## src/rtl/controller_uart1_baud_pkg.sv

```systemverilog
// Shared types and constants for the UART1 baud-rate change sequencer.
package controller_uart1_baud_pkg;

  typedef enum logic [2:0] {
    S_IDLE,
    S_QUIESCE,
    S_WRITE,
    S_VERIFY,
    S_SETTLE,
    S_RESP
  } state_e;

  localparam logic [1:0] ST_OK          = 2'd0;
  localparam logic [1:0] ST_INVALID     = 2'd1;
  localparam logic [1:0] ST_TIMEOUT     = 2'd2;
  localparam logic [1:0] ST_VERIFY_FAIL = 2'd3;

  localparam logic [1:0] PIO_DIV_ADDR = 2'd0;

endpackage

```

## src/rtl/controller_uart1_baud_timer.sv

```systemverilog
// Loadable down-counter that stops at zero and flags it.
module controller_uart1_baud_timer #(
  parameter int unsigned WIDTH = 16
) (
  input  logic             clk,
  input  logic             reset_n,
  input  logic             load_i,
  input  logic [WIDTH-1:0] load_val_i,
  input  logic             dec_i,
  output logic [WIDTH-1:0] count_o,
  output logic             zero_o
);

  logic [WIDTH-1:0] count_q, count_d;

  always_comb begin
    count_d = count_q;
    if (load_i) begin
      count_d = load_val_i;
    end else if (dec_i && (count_q != '0)) begin
      count_d = count_q - WIDTH'(1);
    end
  end

  always_ff @(posedge clk or negedge reset_n) begin
    if (!reset_n) begin
      count_q <= '0;
    end else begin
      count_q <= count_d;
    end
  end

  assign count_o = count_q;
  assign zero_o  = (count_q == '0);

endmodule

```

## src/rtl/controller_uart1_baud_sequencer.sv

```systemverilog
// Sequences a safe UART1 baud divisor change: hold, quiesce, write, verify, settle.
module controller_uart1_baud_sequencer
  import controller_uart1_baud_pkg::*;
#(
  parameter int unsigned DIV_W        = 22,
  parameter int unsigned IDLE_TIMEOUT = 65535
) (
  input  logic             clk,
  input  logic             reset_n,
  input  logic             req_valid,
  output logic             req_ready,
  input  logic [DIV_W-1:0] req_div,
  output logic             done_valid,
  output logic [1:0]       done_status,
  input  logic             uart_busy,
  output logic             uart_hold,
  output logic [1:0]       avm_address,
  output logic             avm_chipselect,
  output logic             avm_write_n,
  output logic [31:0]      avm_writedata,
  input  logic [31:0]      avm_readdata,
  output logic [DIV_W-1:0] cur_div
);

  state_e           state_q, state_d;
  logic [DIV_W-1:0] div_q, div_d;
  logic [DIV_W-1:0] cur_div_q, cur_div_d;
  logic [1:0]       status_q, status_d;
  logic             quiet_q, quiet_d;
  logic             hold_q, cs_q, write_n_q, done_q;
  logic [31:0]      wdata_q;
  logic [31:0]      div_ext;

  logic             settle_load, settle_dec, settle_zero;
  logic [DIV_W-1:0] settle_cnt;
  logic             to_load, to_dec, to_zero;
  logic [15:0]      to_cnt;

  assign div_ext = 32'(div_q);

  controller_uart1_baud_timer #(.WIDTH(DIV_W)) u_settle (
    .clk        (clk),
    .reset_n    (reset_n),
    .load_i     (settle_load),
    .load_val_i (div_q - DIV_W'(1)),
    .dec_i      (settle_dec),
    .count_o    (settle_cnt),
    .zero_o     (settle_zero)
  );

  controller_uart1_baud_timer #(.WIDTH(16)) u_timeout (
    .clk        (clk),
    .reset_n    (reset_n),
    .load_i     (to_load),
    .load_val_i (16'(IDLE_TIMEOUT)),
    .dec_i      (to_dec),
    .count_o    (to_cnt),
    .zero_o     (to_zero)
  );

  always_comb begin
    state_d     = state_q;
    div_d       = div_q;
    cur_div_d   = cur_div_q;
    status_d    = status_q;
    quiet_d     = quiet_q;
    settle_load = 1'b0;
    settle_dec  = 1'b0;
    to_load     = 1'b0;
    to_dec      = 1'b0;
    case (state_q)
      S_IDLE: begin
        if (req_valid) begin
          div_d = req_div;
          if (req_div == '0) begin
            status_d = ST_INVALID;
            state_d  = S_RESP;
          end else begin
            quiet_d = 1'b0;
            to_load = 1'b1;
            state_d = S_QUIESCE;
          end
        end
      end
      S_QUIESCE: begin
        // A completed quiet window wins over a timeout expiring in the same cycle.
        to_dec = 1'b1;
        if (!uart_busy && quiet_q) begin
          state_d = S_WRITE;
        end else if (to_zero) begin
          status_d = ST_TIMEOUT;
          state_d  = S_RESP;
        end else begin
          quiet_d = !uart_busy;
        end
      end
      S_WRITE: state_d = S_VERIFY;
      S_VERIFY: begin
        if (avm_readdata == div_ext) begin
          cur_div_d   = div_q;
          settle_load = 1'b1;
          state_d     = S_SETTLE;
        end else begin
          status_d = ST_VERIFY_FAIL;
          state_d  = S_RESP;
        end
      end
      S_SETTLE: begin
        settle_dec = 1'b1;
        if (settle_zero) begin
          status_d = ST_OK;
          state_d  = S_RESP;
        end
      end
      S_RESP:  state_d = S_IDLE;
      default: state_d = S_IDLE;
    endcase
  end

  // Outputs are registered from the next state so they line up with the state they belong to.
  always_ff @(posedge clk or negedge reset_n) begin
    if (!reset_n) begin
      state_q   <= S_IDLE;
      div_q     <= '0;
      cur_div_q <= '0;
      status_q  <= ST_OK;
      quiet_q   <= 1'b0;
      hold_q    <= 1'b0;
      cs_q      <= 1'b0;
      write_n_q <= 1'b1;
      done_q    <= 1'b0;
      wdata_q   <= '0;
    end else begin
      state_q   <= state_d;
      div_q     <= div_d;
      cur_div_q <= cur_div_d;
      status_q  <= status_d;
      quiet_q   <= quiet_d;
      hold_q    <= (state_d == S_QUIESCE) || (state_d == S_WRITE) ||
                   (state_d == S_VERIFY)  || (state_d == S_SETTLE);
      cs_q      <= (state_d == S_WRITE) || (state_d == S_VERIFY);
      write_n_q <= (state_d != S_WRITE);
      done_q    <= (state_d == S_RESP);
      wdata_q   <= (state_d == S_WRITE) ? div_ext : '0;
    end
  end

  assign req_ready      = (state_q == S_IDLE);
  assign done_valid     = done_q;
  assign done_status    = status_q;
  assign uart_hold      = hold_q;
  assign avm_address    = PIO_DIV_ADDR;
  assign avm_chipselect = cs_q;
  assign avm_write_n    = write_n_q;
  assign avm_writedata  = wdata_q;
  assign cur_div        = cur_div_q;

endmodule

```

## config.mk

```make
export PLATFORM = sky130hd
export DESIGN_NAME = controller_uart1_baud_sequencer
export DESIGN_NICKNAME = d
export VERILOG_FILES = /design/src/rtl/controller_uart1_baud_pkg.sv /design/src/rtl/controller_uart1_baud_timer.sv /design/src/rtl/controller_uart1_baud_sequencer.sv
export SDC_FILE = /design/constraint.sdc
export NUM_CORES = 1
export LEC_CHECK = 0
export ABC_CLOCK_PERIOD_IN_PS = 5610
export BUFFER_PORTS_ARGS = -buffer_cell sky130_fd_sc_hd__buf_2
export CORE_MARGIN = 3
export CORE_UTILIZATION = 40
export DETAILED_ROUTE_END_ITERATION = 7
export SYNTH_ARGS = -nofsm -noshare
export SYNTH_HDL_FRONTEND = slang
export SYNTH_SLANG_ARGS = --single-unit
```

## constraint.sdc

```tcl
create_clock -name clk -period 5.61 [get_ports clk]
set_input_delay 0.8415 -clock clk [delete_from_list [all_inputs] [get_ports clk]]
set_output_delay 0.8415 -clock clk [all_outputs]
set_load 0.02 [all_outputs]
```

==> results.py <==
metrics = {
    "final_layout": {
        "area_delta_synth_final_pct": 18.7,
        "nets": 822,
        "postLayoutCellArea_um2": 7330,
        "antenna_cells": 0,
        "nFillCells": 1381,
        "drive_above_1_share_pct": 25.2,
    },
    "hold_path": {
        "hold_start": "cur_div[16]$_DFFE_PN0N_",
        "min_to": "cur_div[16]$_DFFE_PN0N_",
        "hold_path.class": "reg -> reg",
        "hold_path_depth": 2,
    },
    "global_routing": {
        "globalRoute.totalOverflow": 0,
        "antenna_found_initial": 0,
        "grt_max_degree": 76,
        "met3_usage_pct": 7.08,
        "globalRouteMet2Util_pct": 32.3,
        "top_usage_layer": "met2",
        "grt_first_pass_wirelength_um": 28500,
        "grt_use_total_pct": 22.1,
        "use_met1_pct": 31.3,
        "grt_pass1_vias": 5249,
    },
    "clocking": {
        "cts_setup_buffers": 0,
        "cts_tree": "built",
        "path_clk_slew_ps": 60,
        "clock_path_buffers": 2,
        "postCtsHoldBufs": 0,
        "cts_made_buffers": 17,
        "cts.sinks": 114,
        "cts_root_buf": "clkbuf_16",
        "insertion_delay_ps": 420,
        "htree_levels": 4,
        "cts_resized": 0,
    },
    "floorplanning": {
        "start_util_pct": 41.7,
        "rows": 44,
        "die_w_um": 130,
        "io-pin-count": 121,
        "dieArea_um2": 17000,
        "placeableCoreArea_um2": 14800,
        "die_h_um": 130,
    },
    "timing": {
        "final_hold_viol_count": 0,
        "finalClockSkew_ps": 8.66,
        "rsz0062_at_grt": "false",
        "period_minus_slack_ps": 4200,
        "slew_violations": 0,
        "fin_crit_sh_pct": 74.9,
        "worst_slew_pin_slew_ps": 1120,
        "tns_ps": 0,
        "holdWs_ps": 464,
        "setup-violations-final": 0,
        "slew_headroom_pct": 24.5,
        "clock.fmax_mhz": 238,
    },
    "critical_path": {
        "r2r_end": "u_settle.count_o[16]$_DFFE_PN0P_",
        "critical_path_class": "reg -> reg",
        "cp.arrival_ps": 4530,
        "cp-start-kind": "flop",
        "rrSetupSlack_ps": 1410,
        "path_max_fanout": 46,
        "r2r_start": "div_q[6]$_DFFE_PN0P_",
        "rr_worst_depth": 12,
        "worstPathRequired_ps": 5930,
        "cp-end-kind": "flop",
    },
    "synth": {
        "synth_area_leaders": "dfrtp_1 (46%), nand2_1 (8.0%), mux2_2 (4.4%)",
        "syn-cell-area_um2": 6170,
        "synth_top_area_share_pct": 45.8,
        "synth.ff_latch_count": 114,
        "ys_async_sr_fraction_pct": 100,
        "synth-edff-count": 0,
        "yosysSeqAreaShare_pct": 46.2,
        "yosysWarnings": 0,
        "synth_cell_types": 55,
        "avgSynthCellArea_um2": 9.23,
        "synthCells": 669,
        "synth_top_cell_by_area": "dfrtp_1",
        "ys.flop_type": "dfrtp_1",
    },
    "detailed_routing": {
        "post_drt_wl_per_cell_um": 19.3,
        "drtIter0Drc": 484,
        "drc": 0,
        "routed_via_density": 5.65,
        "wl_um": 18500,
        "vias": 5419,
        "dr.pass1.iters": 8,
        "postRouteAntennaNets": 0,
    },
    "place": {
        "gp_congestion": 0.909,
        "dpl.hpwl_um": 12900,
        "dpl_cell_area_um2": 6770,
        "port_buffers": 108,
    },
    "pwr": {
        "powerDensity_nw_per_um2": 457,
        "vdd_ir_drop_max_v": 0.000274,
        "total_power_uw": 3350,
        "p_leak_uw": 0.00339,
    },
    "status": {
        "outcome": "finished clean",
    },
    "job": {
        "drv_cap": 0,
    },
}
==> layout make-up <==
| cell class | count | area, µm² | area share [%] |
|---|---|---|---|
| multi-input cells | 503 | 3050 | 41.6 |
| flip-flops and latches | 114 | 2850 | 38.9 |
| repair buffers | 116 | 603 | 8.23 |
| clock buffers | 21 | 450 | 6.14 |
| well taps | 184 | 230 | 3.14 |
| clock inverters | 11 | 106 | 1.45 |
| inverters | 10 | 37.5 | 0.512 |
==> report_power, final <==
part           internal, µW  total (µW)  switching, µW  leakage, µW
registers               994        1340            349      0.00140
logic                   398         991            593      0.00172
clock network           622        1020            397     0.000264
==> per-layer routing <==
layer | wire length, µm | part of all wire (%)
met1 | 8340 | 45
met4 | 254 | 1.4
met5 | 0 | 0
met2 | 8440 | 46
met3 | 1480 | 8.0
==> cell usage in the layout (no fill, tap or decap), types with 16 or more instances in the layout <==
master,netlist,routed
nand2_1,132,132
a211oi_1,21,21
dfrtp_1,113,113
buf_2,6,107
nor3_1,24,23
nor4_1,23,23
a21oi_1,35,35
and3_1,23,23
xnor2_1,26,26
mux2_2,24,24
mux2i_1,16,16
nor2_1,32,32
clkbuf_16,0,17
==> kinds of logic (layout without fill, tap and decap cells) <==
| kind of cell | after synthesis | in the layout | share of synthesized area (%) |
|---|---|---|---|
| AO/OA/AOI/OAI | 100 | 100 | 10.3 |
| XOR/XNOR | 33 | 33 | 4.68 |
| adder cells (fa/ha/maj) | 2 | 2 | 0.405 |
| buffers and inverters | 63 | 158 | 5.23 |
| flip-flops | 114 | 114 | 46.2 |
| multiplexers | 40 | 40 | 6.97 |
| other | 1 | 12 | 0.0607 |
| AND/OR/NAND/NOR | 316 | 316 | 26.1 |
==> Yosys cell counts (11+ instances only) <==
cell type / n
mux2i_1: 16
a211oi_1: 21
a21oi_1: 35
nor2_1: 32
nor3_1: 24
or2_2: 15
clkbuf_1: 29
nand4_1: 11
dfrtp_1: 113
and3_1: 23
xnor2_1: 26
mux2_2: 24
nor4_1: 23
buf_4: 15
or3_1: 11
nand2_1: 132
o21ai_0: 11
==> worst max-delay path, stage by stage, from the launching register on <==
cell and delay [ps]:
dfrtp_1 550, xor2_1 230, or4_4 610, nor3_1 260, nand3_2 90, buf_4 300
a21boi_0 280, ha_1 520, inv_1 250, nor4b_1 490, or2_2 190, o21ai_1 50
a211oi_1 270
==> state kept, by name, summed over array words and instances, names as in the netlist <==
register           flops
avm_chipselect         1
avm_write_n            1
avm_writedata         22
cur_div               22
div_q                 22
done_status            2
done_valid             1
quiet_q                1
state_q                3
u_settle.count_o      22
u_timeout.count_o     16
uart_hold              1
==> worst max path at each step <==
| stage | endpoint | cells after the start | from | slack, ps |
|---|---|---|---|---|
| 5_1_grt | u_settle.count_o[16]$_DFFE_PN0P_ | 12 | div_q[6]$_DFFE_PN0P_ | 1190 |
| 3_3_place_gp | u_settle.count_o[16]$_DFFE_PN0P_ | 13 | avm_readdata[15] | 1310 |
| 2_1_floorplan | u_settle.count_o[16]$_DFFE_PN0P_ | 14 | avm_readdata[6] | 1560 |
| 6_report | u_settle.count_o[16]$_DFFE_PN0P_ | 12 | div_q[6]$_DFFE_PN0P_ | 1410 |
| 3_5_place_dp | u_settle.count_o[16]$_DFFE_PN0P_ | 13 | avm_readdata[6] | 1180 |
| 4_1_cts | u_settle.count_o[16]$_DFFE_PN0P_ | 12 | div_q[6]$_DFFE_PN0P_ | 1520 |
==> through the flow <==
stage / std cells / setup slack [ps] / utilization [%]
2_1_floorplan: 680 / 1560 / -
3_3_place_gp: 927 / 1310 / 45.7
3_5_place_dp: 927 / 1180 / 45.7
4_1_cts: 959 / 1520 / 49.5
5_1_grt: 959 / 1190 / 49.5
6_report: 959 / 1410 / 49.5
(Power assumes the default switching activity.)
